## src/rtl/fb_arbiter.sv

```systemverilog
// Frame-buffer arbiter: camera write FIFO and display reads share one single-port RAM; display reads win. Macro FB_ARB_DROP_CNT_EN enables drop_cnt.
// Latency: RAM access is issued 1 cycle after arbitration; vga_data is valid 2 cycles after vga_req; a camera word reaches the RAM >= 2 cycles after push.
// Backpressure: cam_ready low while the FIFO is full; pushes offered while full are rejected and counted, never stalled.
module fb_arbiter #(
  parameter int ADDR_W     = 17,
  parameter int DATA_W     = 16,
  parameter int FIFO_DEPTH = 16
) (
  input  logic              CLK25,
  input  logic              rst_n,
  input  logic              cam_we,
  input  logic [ADDR_W-1:0] cam_addr,
  input  logic [DATA_W-1:0] cam_data,
  output logic              cam_ready,
  input  logic              vga_req,
  input  logic [ADDR_W-1:0] vga_addr,
  output logic [DATA_W-1:0] vga_data,
  output logic              vga_valid,
  output logic [ADDR_W-1:0] mem_addr,
  output logic [DATA_W-1:0] mem_wdata,
  output logic              mem_we,
  input  logic [DATA_W-1:0] mem_rdata,
  output logic [15:0]       drop_cnt
);

  localparam int PTR_W = $clog2(FIFO_DEPTH);
  localparam int CNT_W = PTR_W + 1;

  typedef struct packed {
    logic [ADDR_W-1:0] addr;
    logic [DATA_W-1:0] data;
  } wr_ent_t;

  typedef enum logic [1:0] {
    G_IDLE = 2'd0,
    G_VGA  = 2'd1,
    G_CAM  = 2'd2
  } grant_t;

  wr_ent_t          fifo_mem [FIFO_DEPTH];
  wr_ent_t          head;
  logic [PTR_W-1:0] wr_ptr;
  logic [PTR_W-1:0] rd_ptr;
  logic [CNT_W-1:0] count;
  logic             full;
  logic             empty;
  logic             push;
  logic             pop;
  grant_t           g_state;

  // Full is judged on the registered count, so a same-cycle pop never frees room for a push.
  assign full      = (count == CNT_W'(FIFO_DEPTH));
  assign empty     = (count == '0);
  assign push      = cam_we & ~full;
  assign pop       = ~vga_req & ~empty;
  assign cam_ready = ~full;
  assign head      = fifo_mem[rd_ptr];

  always_ff @(posedge CLK25) begin
    if (push) begin
      fifo_mem[wr_ptr] <= '{addr: cam_addr, data: cam_data};
    end
  end

  always_ff @(posedge CLK25) begin
    if (!rst_n) begin
      wr_ptr <= '0;
      rd_ptr <= '0;
      count  <= '0;
    end else begin
      if (push) wr_ptr <= wr_ptr + PTR_W'(1);
      if (pop)  rd_ptr <= rd_ptr + PTR_W'(1);
      case ({push, pop})
        2'b10:   count <= count + CNT_W'(1);
        2'b01:   count <= count - CNT_W'(1);
        default: count <= count;
      endcase
    end
  end

  // Grant FSM: state and RAM port reflect the access issued in the following cycle.
  always_ff @(posedge CLK25) begin
    if (!rst_n) begin
      g_state   <= G_IDLE;
      mem_we    <= 1'b0;
      mem_addr  <= '0;
      mem_wdata <= '0;
      vga_valid <= 1'b0;
    end else begin
      vga_valid <= (g_state == G_VGA);
      if (vga_req) begin
        g_state  <= G_VGA;
        mem_we   <= 1'b0;
        mem_addr <= vga_addr;
      end else if (!empty) begin
        g_state   <= G_CAM;
        mem_we    <= 1'b1;
        mem_addr  <= head.addr;
        mem_wdata <= head.data;
      end else begin
        g_state <= G_IDLE;
        mem_we  <= 1'b0;
      end
    end
  end

  // RAM read data lands in the cycle after the read is issued, so it is gated rather than re-registered.
  assign vga_data = vga_valid ? mem_rdata : '0;

`ifdef FB_ARB_DROP_CNT_EN
  logic        drop;
  logic [15:0] drop_q;

  assign drop = cam_we & full;

  always_ff @(posedge CLK25) begin
    if (!rst_n) begin
      drop_q <= '0;
    end else if (drop && (drop_q != 16'hFFFF)) begin
      drop_q <= drop_q + 16'd1;
    end
  end

  assign drop_cnt = drop_q;
`else
  assign drop_cnt = '0;
`endif

endmodule

```

## config.mk

```make
export PLATFORM = sky130hd
export DESIGN_NAME = fb_arbiter
export DESIGN_NICKNAME = d
export VERILOG_FILES = /design/src/rtl/fb_arbiter.sv
export SDC_FILE = /design/constraint.sdc
export NUM_CORES = 1
export LEC_CHECK = 0
export ABC_AREA = 1
export CORE_MARGIN = 4
export CORE_UTILIZATION = 53
export CTS_BUF_LIST = sky130_fd_sc_hd__clkbuf_16
export CTS_CLUSTER_SIZE = 14
export DETAILED_ROUTE_END_ITERATION = 10
export GPL_TIMING_DRIVEN = 0
export PLACE_DENSITY = 0.77
export SLEW_MARGIN = 10
export SYNTH_ARGS = -nofsm -noshare
export SYNTH_HDL_FRONTEND = slang
export SYNTH_SLANG_ARGS = --single-unit
```

## constraint.sdc

```tcl
create_clock -name CLK25 -period 2.68 [get_ports CLK25]
set_input_delay 0.268 -clock CLK25 [delete_from_list [all_inputs] [get_ports CLK25]]
set_output_delay 0.268 -clock CLK25 [all_outputs]
set_load 0.02 [all_outputs]
```

==> metrics.yaml, run 1 <==
pwr:
  seqPwrFrac_pct: 42.6
  power_mw: 24.77
  ir_drop_v: 0.0006132
  combPwrFrac_pct: 26.3
  p_leak_nw: 9.417
  clock_power_share_pct: 31.1
  p_switching_mw: 8.076
  p_int_mw: 16.69
  swShare_pct: 32.61
  powerDensity_nw_per_um2: 902.2
floorplan:
  start_util_pct: 53.55
  die_y_um: 216.4
  core_area_um2: 42980
  ioPinCount: 138
  die_x_um: 216.4
  rows: 76
  dieArea_um2: 46820
clock_tree:
  cts_tree: "yes"
  clkTransAtPathRegs_ps: 70
  cts_sinks: 581
  numCtsBuffers: 55
  insertion_delay_ps: 610
  clockRootBuffer: "clkbuf_16"
  cts.htree.levels: 2
  cts_buffer_depth: 3
synthesis:
  synth_cell_types: 27
  async_flop_share_pct: 0
  avgSynthCellArea_um2: 12.79
  synth-main-ff-cell: "edfxtp_1"
  syn_inst: 1800
  syn_area_um2: 23010
  yosysWarnings: 0
  synth_edf_count: 528
  synth_seq_cells: 581
  yosysSeqAreaShare_pct: 73.50
drt:
  vias_per_cell: 6.239
  num_vias: 16480
  routed_wl_um: 68260
  drt_first_iter_violations: 2473
  wl_per_cell_um: 25.84
  postRouteAntennaNets: 0
  first_pass_iters: 6
  route.detailed.drc: 0
sta:
  finalSetupViolCount: 0
  final-max-slew-violation-count: 0
  worst-slew-pin-transition_ps: 1113
  fin_crit_ps: 2544
  rsz0062_at_grt: "no"
  max_freq_ghz: 0.3931
  hold_viol_final: 0
  relSlewSlack_pct: 25.79
  finalWorstSetupSlack_ps: 135.8
  post-route-period-util_pct: 94.93
  skew_ps: 15.28
grt:
  grt_max_degree: 25
  grt_pass1_vias: 15870
  grt_use_total_pct: 28.18
  overflow: 0
  antenna_found_initial: 0
  grt_pass1_wl_um: 98380
critical_path:
  startpoint_type: "flop"
  arrival_ps: 2840
  crit_path_end_kind: "flop"
  cp_max_fo: 17
  crit_required_ps: 2980
  setup.worst_path.class: "flop to flop"
final_layout:
  drive_above_1_share_pct: 9.431
  final_common_cell: "edfxtp_1"
  regArea_um2: 16920
  area_delta_synth_final_pct: 19.28
  multiInputGateArea_um2: 5259
  fill_cells: 3051
  final_net_count: 2091
  final_cell_mix: "edfxtp_1, nor2_1, o21ai_0"
  diodes: 0
placed_design:
  gp_congestion: 0.8737
  place_ws_ps: -172.8
  portBuffers: 121
  dpl.hpwl_um: 44290
flow_run:
  maxCapViolations: 0
min_path:
  hp-class: "input port to flop"
run_status:
  status: "completed"
cell families after synthesis:
logic type | Yosys count | share of synthesized area (%)
compound gates | 455 | 12.02
flops | 581 | 73.50
simple gates | 543 | 9.411
buf+inv | 207 | 4.425
fa+ha+maj | 8 | 0.4349
other cells | 1 | 0.01629
xor+xnor | 5 | 0.1903
flip-flops by register name (all words and copies together) (netlist names), named ones only:
register,count
fifo_mem,528
mem_addr,17
mem_wdata,16
count,5
rd_ptr,4
wr_ptr,4
g_state,1
mem_we,1
vga_valid,1
cells in the mapped netlist, drive strengths merged, types with 2 or more instances:
library cell / count / share of area, %
ha: 8 / 0.43
clkinv: 2 / 0.033
o211ai: 31 / 1.0
dfxtp: 53 / 4.6
xor2: 4 / 0.15
buf: 73 / 2.2
o22ai: 23 / 0.63
inv: 67 / 1.1
nand3: 86 / 1.9
o221ai: 101 / 3.8
edfxtp: 528 / 69
nand4: 4 / 0.11
nand2: 92 / 1.5
o21ai: 281 / 6.1
nor2: 361 / 5.9
a21oi: 18 / 0.39
clkbuf: 65 / 1.1
critical path, cell delays in order (launching register included):
cell	delay, ps
dfxtp_1	410
nor2_1	100
nand3_1	130
nand2_2	140
inv_1	160
nand2_1	280
nor2_4	710
buf_16	270
through the flow:
| stage | setup TNS (ps) | util, % | instance area, µm² | instances | hold slack [ps] |
|---|---|---|---|---|---|
| 4_1_cts | 0 | 63.82 | 27430 | 2642 | 207.8 |
| 2_1_floorplan | -97580 | - | 23080 | 1815 | 366.9 |
| 5_1_grt | 0 | 63.87 | 27450 | 2642 | 224.7 |
| 3_3_place_gp | -851320 | 58.21 | 25020 | 2521 | 400.2 |
| 3_5_place_dp | -350.2 | 59.68 | 25650 | 2542 | 403.5 |
| 6_report | 0 | 63.87 | 27450 | 2642 | 217.5 |
path summary, 6_finish.rpt:
path                          from                        end  slack (ps)  cells after the start
max          count[0]$_SDFFE_PN0P_  fifo_mem[7][17]$_DFFE_PP_         140                      7
min                   vga_addr[13]  mem_addr[13]$_SDFFE_PN0P_         220                      3
max reg2reg  count[0]$_SDFFE_PN0P_  fifo_mem[7][17]$_DFFE_PP_         140                      7
min reg2reg      mem_we$_SDFF_PP0_       vga_valid$_SDFF_PN0_         400                      1
power groups by stage:
| stage | sequential, mW | combinational (mW) | clock (mW) |
|---|---|---|---|
| 6_report | 10.6 | 6.50 | 7.71 |
| 5_1_grt | 10.6 | 6.88 | 8.12 |
| 4_1_cts | 10.6 | 6.34 | 7.72 |
| 3_5_place_dp | 10.7 | 6.28 | 0 |
| 3_3_place_gp | 10.7 | 6.02 | 0 |
| 2_1_floorplan | 10.9 | 3.45 | 0 |
layer usage:
metal,track usage (%),up-vias,routed length [µm],share of wire [%]
li1,-,7040,-,-
met1,36.61,7792,23640,35
met2,44.10,1377,30910,45
met3,8.329,275,9962,15
met4,13.27,0,3744,5.5
met5,0,-,0,0
repair_timing:
item                       in CTS  in global routing
setup endpoints to repair       3                 17
pin swaps                       0                  1
buffers inserted                0                  1
hold buffers                    0                  0
gates resized for setup         0                  4
final cells by class:
class	instances	area share (%)
Clock buffer	60	5.469
Buffer	136	2.753
Tap cell	585	2.666
Clock inverter	41	1.021
Timing Repair Buffer	143	6.372
Multi-Input combinational cell	1027	19.16
Sequential cell	581	61.62
Inverter	69	0.9434
Note: power is estimated with default switching activity, not from simulation.
==> run 2: changes to the inputs <==
--- a/config.mk
+++ b/config.mk
@@ -11,8 +11,9 @@
 export CTS_BUF_LIST = sky130_fd_sc_hd__clkbuf_16
 export CTS_CLUSTER_SIZE = 14
 export DETAILED_ROUTE_END_ITERATION = 10
+export GPL_ROUTABILITY_DRIVEN = 0
 export GPL_TIMING_DRIVEN = 0
-export PLACE_DENSITY = 0.77
+export PLACE_DENSITY = 0.75
 export SLEW_MARGIN = 10
 export SYNTH_ARGS = -nofsm -noshare
 export SYNTH_HDL_FRONTEND = slang
==> run 2 against run 1 <==
  * Non-clock buffer count grew 5
  * Routed wire length grew 1.1%
  * First-iteration DRC count grew 1.9%
  * Cell count grew 0.23%
  * Final area is essentially flat
  * Flip-flop and latch count is the same
  * Highest routed layer is now met5
  * Critical path depth is the same
  * Global-route usage grew 0.46 points
  * Power shrank 1.3%
  * Clock power shrank 4.4%
  * Sequential share of layout area is essentially flat
==> metrics.yaml, run 2 (synthesized netlist as in run 1, its figures left out) <==
min_path:
  holdPathStages: 3  # unchanged
  hp-class: "input port to flop"  # unchanged
  min-delay-start: "vga_addr[13]"  # unchanged
  holdPathEnd: "mem_addr[13]$_SDFFE_PN0P_"  # unchanged
drt:
  drt_first_iter_violations: 2520  # was 2473
  postRouteAntennaNets: 0  # unchanged
  vias_per_cell: 6.224  # was 6.239
  num_vias: 16480  # about the same
  wl_per_cell_um: 26.05  # was 25.84 µm
  route.detailed.drc: 0  # unchanged
  first_pass_iters: 9  # was 6
  routed_wl_um: 68980  # was 68260 µm
critical_path:
  setup.worst_path.class: "flop to flop"  # unchanged
  cp_max_fo: 18  # was 17
  regToRegStartpoint: "count[0]$_SDFFE_PN0P_"  # unchanged
  arrival_ps: 2840  # about the same
  r2r_cells: 7  # unchanged
  reg2reg_slack_ps: 150  # was 140 ps
  startpoint_type: "flop"  # unchanged
  reg2reg_to: "fifo_mem[1][21]$_DFFE_PP_"  # was fifo_mem[7][17]$_DFFE_PP_
  crit_required_ps: 2990  # was 2980 ps
  crit_path_end_kind: "flop"  # unchanged
placed_design:
  portBuffers: 121  # unchanged
  place_ws_ps: -179.2  # was -172.8 ps
  dpl.hpwl_um: 44660  # was 44290 µm
  dpl_cell_area_um2: 25650  # about the same
floorplan:
  die_x_um: 216.4  # unchanged
  ioPinCount: 138  # unchanged
  start_util_pct: 53.55  # unchanged
  dieArea_um2: 46820  # unchanged
  core_area_um2: 42980  # unchanged
  die_y_um: 216.4  # unchanged
  rows: 76  # unchanged
sta:
  relSlewSlack_pct: 30.22  # was 25.79%
  worst-slew-pin-transition_ps: 1047  # was 1113 ps
  final-max-slew-violation-count: 0  # unchanged
  hold_slack_ps: 215.0  # was 217.5 ps
  hold_viol_final: 0  # unchanged
  finalSetupTns_ps: 0  # unchanged
  rsz0062_at_grt: "yes"  # was no
  skew_ps: 13.49  # was 15.28 ps
  fin_crit_ps: 2530  # was 2544 ps
  max_freq_ghz: 0.3952  # was 0.3931 GHz
  finalWorstSetupSlack_ps: 149.5  # was 135.8 ps
  post-route-period-util_pct: 94.42  # was 94.93%
  finalSetupViolCount: 0  # unchanged
final_layout:
  regMostFlops: "fifo_mem"  # unchanged
  design_area_um2: 27440  # was 27450 µm²
  fill_cells: 3071  # was 3051
  reg_top3: "fifo_mem: 528 flops, mem_addr: 17 flops, mem_wdata: 16 flops"  # unchanged
  utilization_pct: 63.84  # was 63.87%
  diodes: 0  # unchanged
  area_delta_synth_final_pct: 19.23  # was 19.28%
  largest_register_ffs: 528  # unchanged
  drive_above_1_share_pct: 9.210  # was 9.431%
  final_common_cell: "edfxtp_1"  # unchanged
  final_net_count: 2096  # was 2091
  final_cell_mix: "edfxtp_1, nor2_1, o21ai_0"  # unchanged
grt:
  grt_use_total_pct: 28.64  # was 28.18%
  grt_pass1_vias: 16050  # was 15870
  overflow: 0  # unchanged
  antenna_found_initial: 1  # was 0
  grt_max_degree: 20  # was 25
  grt_pass1_wl_um: 99820  # was 98380 µm
pwr:
  powerDensity_nw_per_um2: 890.9  # was 902.2 nW/µm²
  p_leak_nw: 9.431  # was 9.417 nW
  ir_drop_v: 0.0005823  # was 0.0006132 V
clock_tree:
  cts_sinks: 581  # unchanged
  numCtsBuffers: 55  # unchanged
  cts.htree.levels: 2  # unchanged
  clockRootBuffer: "clkbuf_16"  # unchanged
  insertion_delay_ps: 610  # about the same
  cts_hold_buf: 0  # unchanged
  cts_buffer_depth: 3  # unchanged
  clkTransAtPathRegs_ps: 60  # was 70 ps
  cts_tree: "yes"  # unchanged
flow_run:
  maxCapViolations: 0  # unchanged
run_status:
  status: "completed"  # unchanged
[run 2: area by class of cell]
class | instances | area (µm²) | share of cell area, %
plain buffers | 137 | 759.5 | 2.768
inverters | 69 | 259.0 | 0.9438
well taps | 585 | 732.0 | 2.667
clock buffers | 56 | 1401 | 5.107
clock inverters | 46 | 287.8 | 1.049
multi-input cells | 1027 | 5266 | 19.19
flip-flops and latches | 581 | 16920 | 61.65
repair buffers | 147 | 1819 | 6.630
[run 2: per-stage QoR]
stage / power [mW] / instances
finish: 24.45 / 2648
global route: 25.29 / 2648
CTS: 24.27 / 2642
detailed placement: 17.06 / 2541
global placement: 16.78 / 2521
floorplan: 14.35 / 1815
[run 2: layer usage]
metal	vias to the layer above	routed length, µm	GRT usage, %	share of wire (%)
met2	1324	32020	45.70	46
met5	-	13	0	0.019
met3	225	9035	6.716	13
met1	7883	24740	38.02	36
met4	2	3172	12.63	4.6
li1	7047	-	-	-
[run 2: how the worst max path moves through the flow]
| stage | from | endpoint | slack, ps | cells past startpoint |
|---|---|---|---|---|
| floorplan | count[0]$_SDFFE_PN0P_ | fifo_mem[11][0]$_DFFE_PP_ | -240 | 6 |
| global placement | cam_we | fifo_mem[11][21]$_DFFE_PP_ | -2040 | 5 |
| detailed placement | vga_req | count[4]$_SDFFE_PN0P_ | -180 | 16 |
| CTS | vga_valid$_SDFF_PN0_ | vga_data[9] | 90 | 5 |
| global route | count[0]$_SDFFE_PN0P_ | count[4]$_SDFFE_PN0P_ | -8 | 15 |
| finish | count[0]$_SDFFE_PN0P_ | fifo_mem[1][21]$_DFFE_PP_ | 150 | 7 |
[run 2: critical path, cell delays in order, from the launching register on]
cell and delay, ps:
dfxtp_1 400, nor2_1 120, nand3_1 130, nand2_2 140, inv_1 160, nand2_1 260, nor2_4 760, buf_16 240
[run 2: power breakdown]
| group | switching (mW) | internal, mW |
|---|---|---|
| clock | 3.31 | 4.06 |
| sequential | 0.203 | 10.3 |
| combinational | 4.55 | 1.98 |
[run 2: what timing repair did]
action | 4_1_cts | 5_1_grt
endpoints found under the setup margin | 3 | 59
buffers inserted | 0 | 6
endpoints found under the hold margin | 0 | 0
pin swaps | 0 | 2
resized for setup | 0 | 5
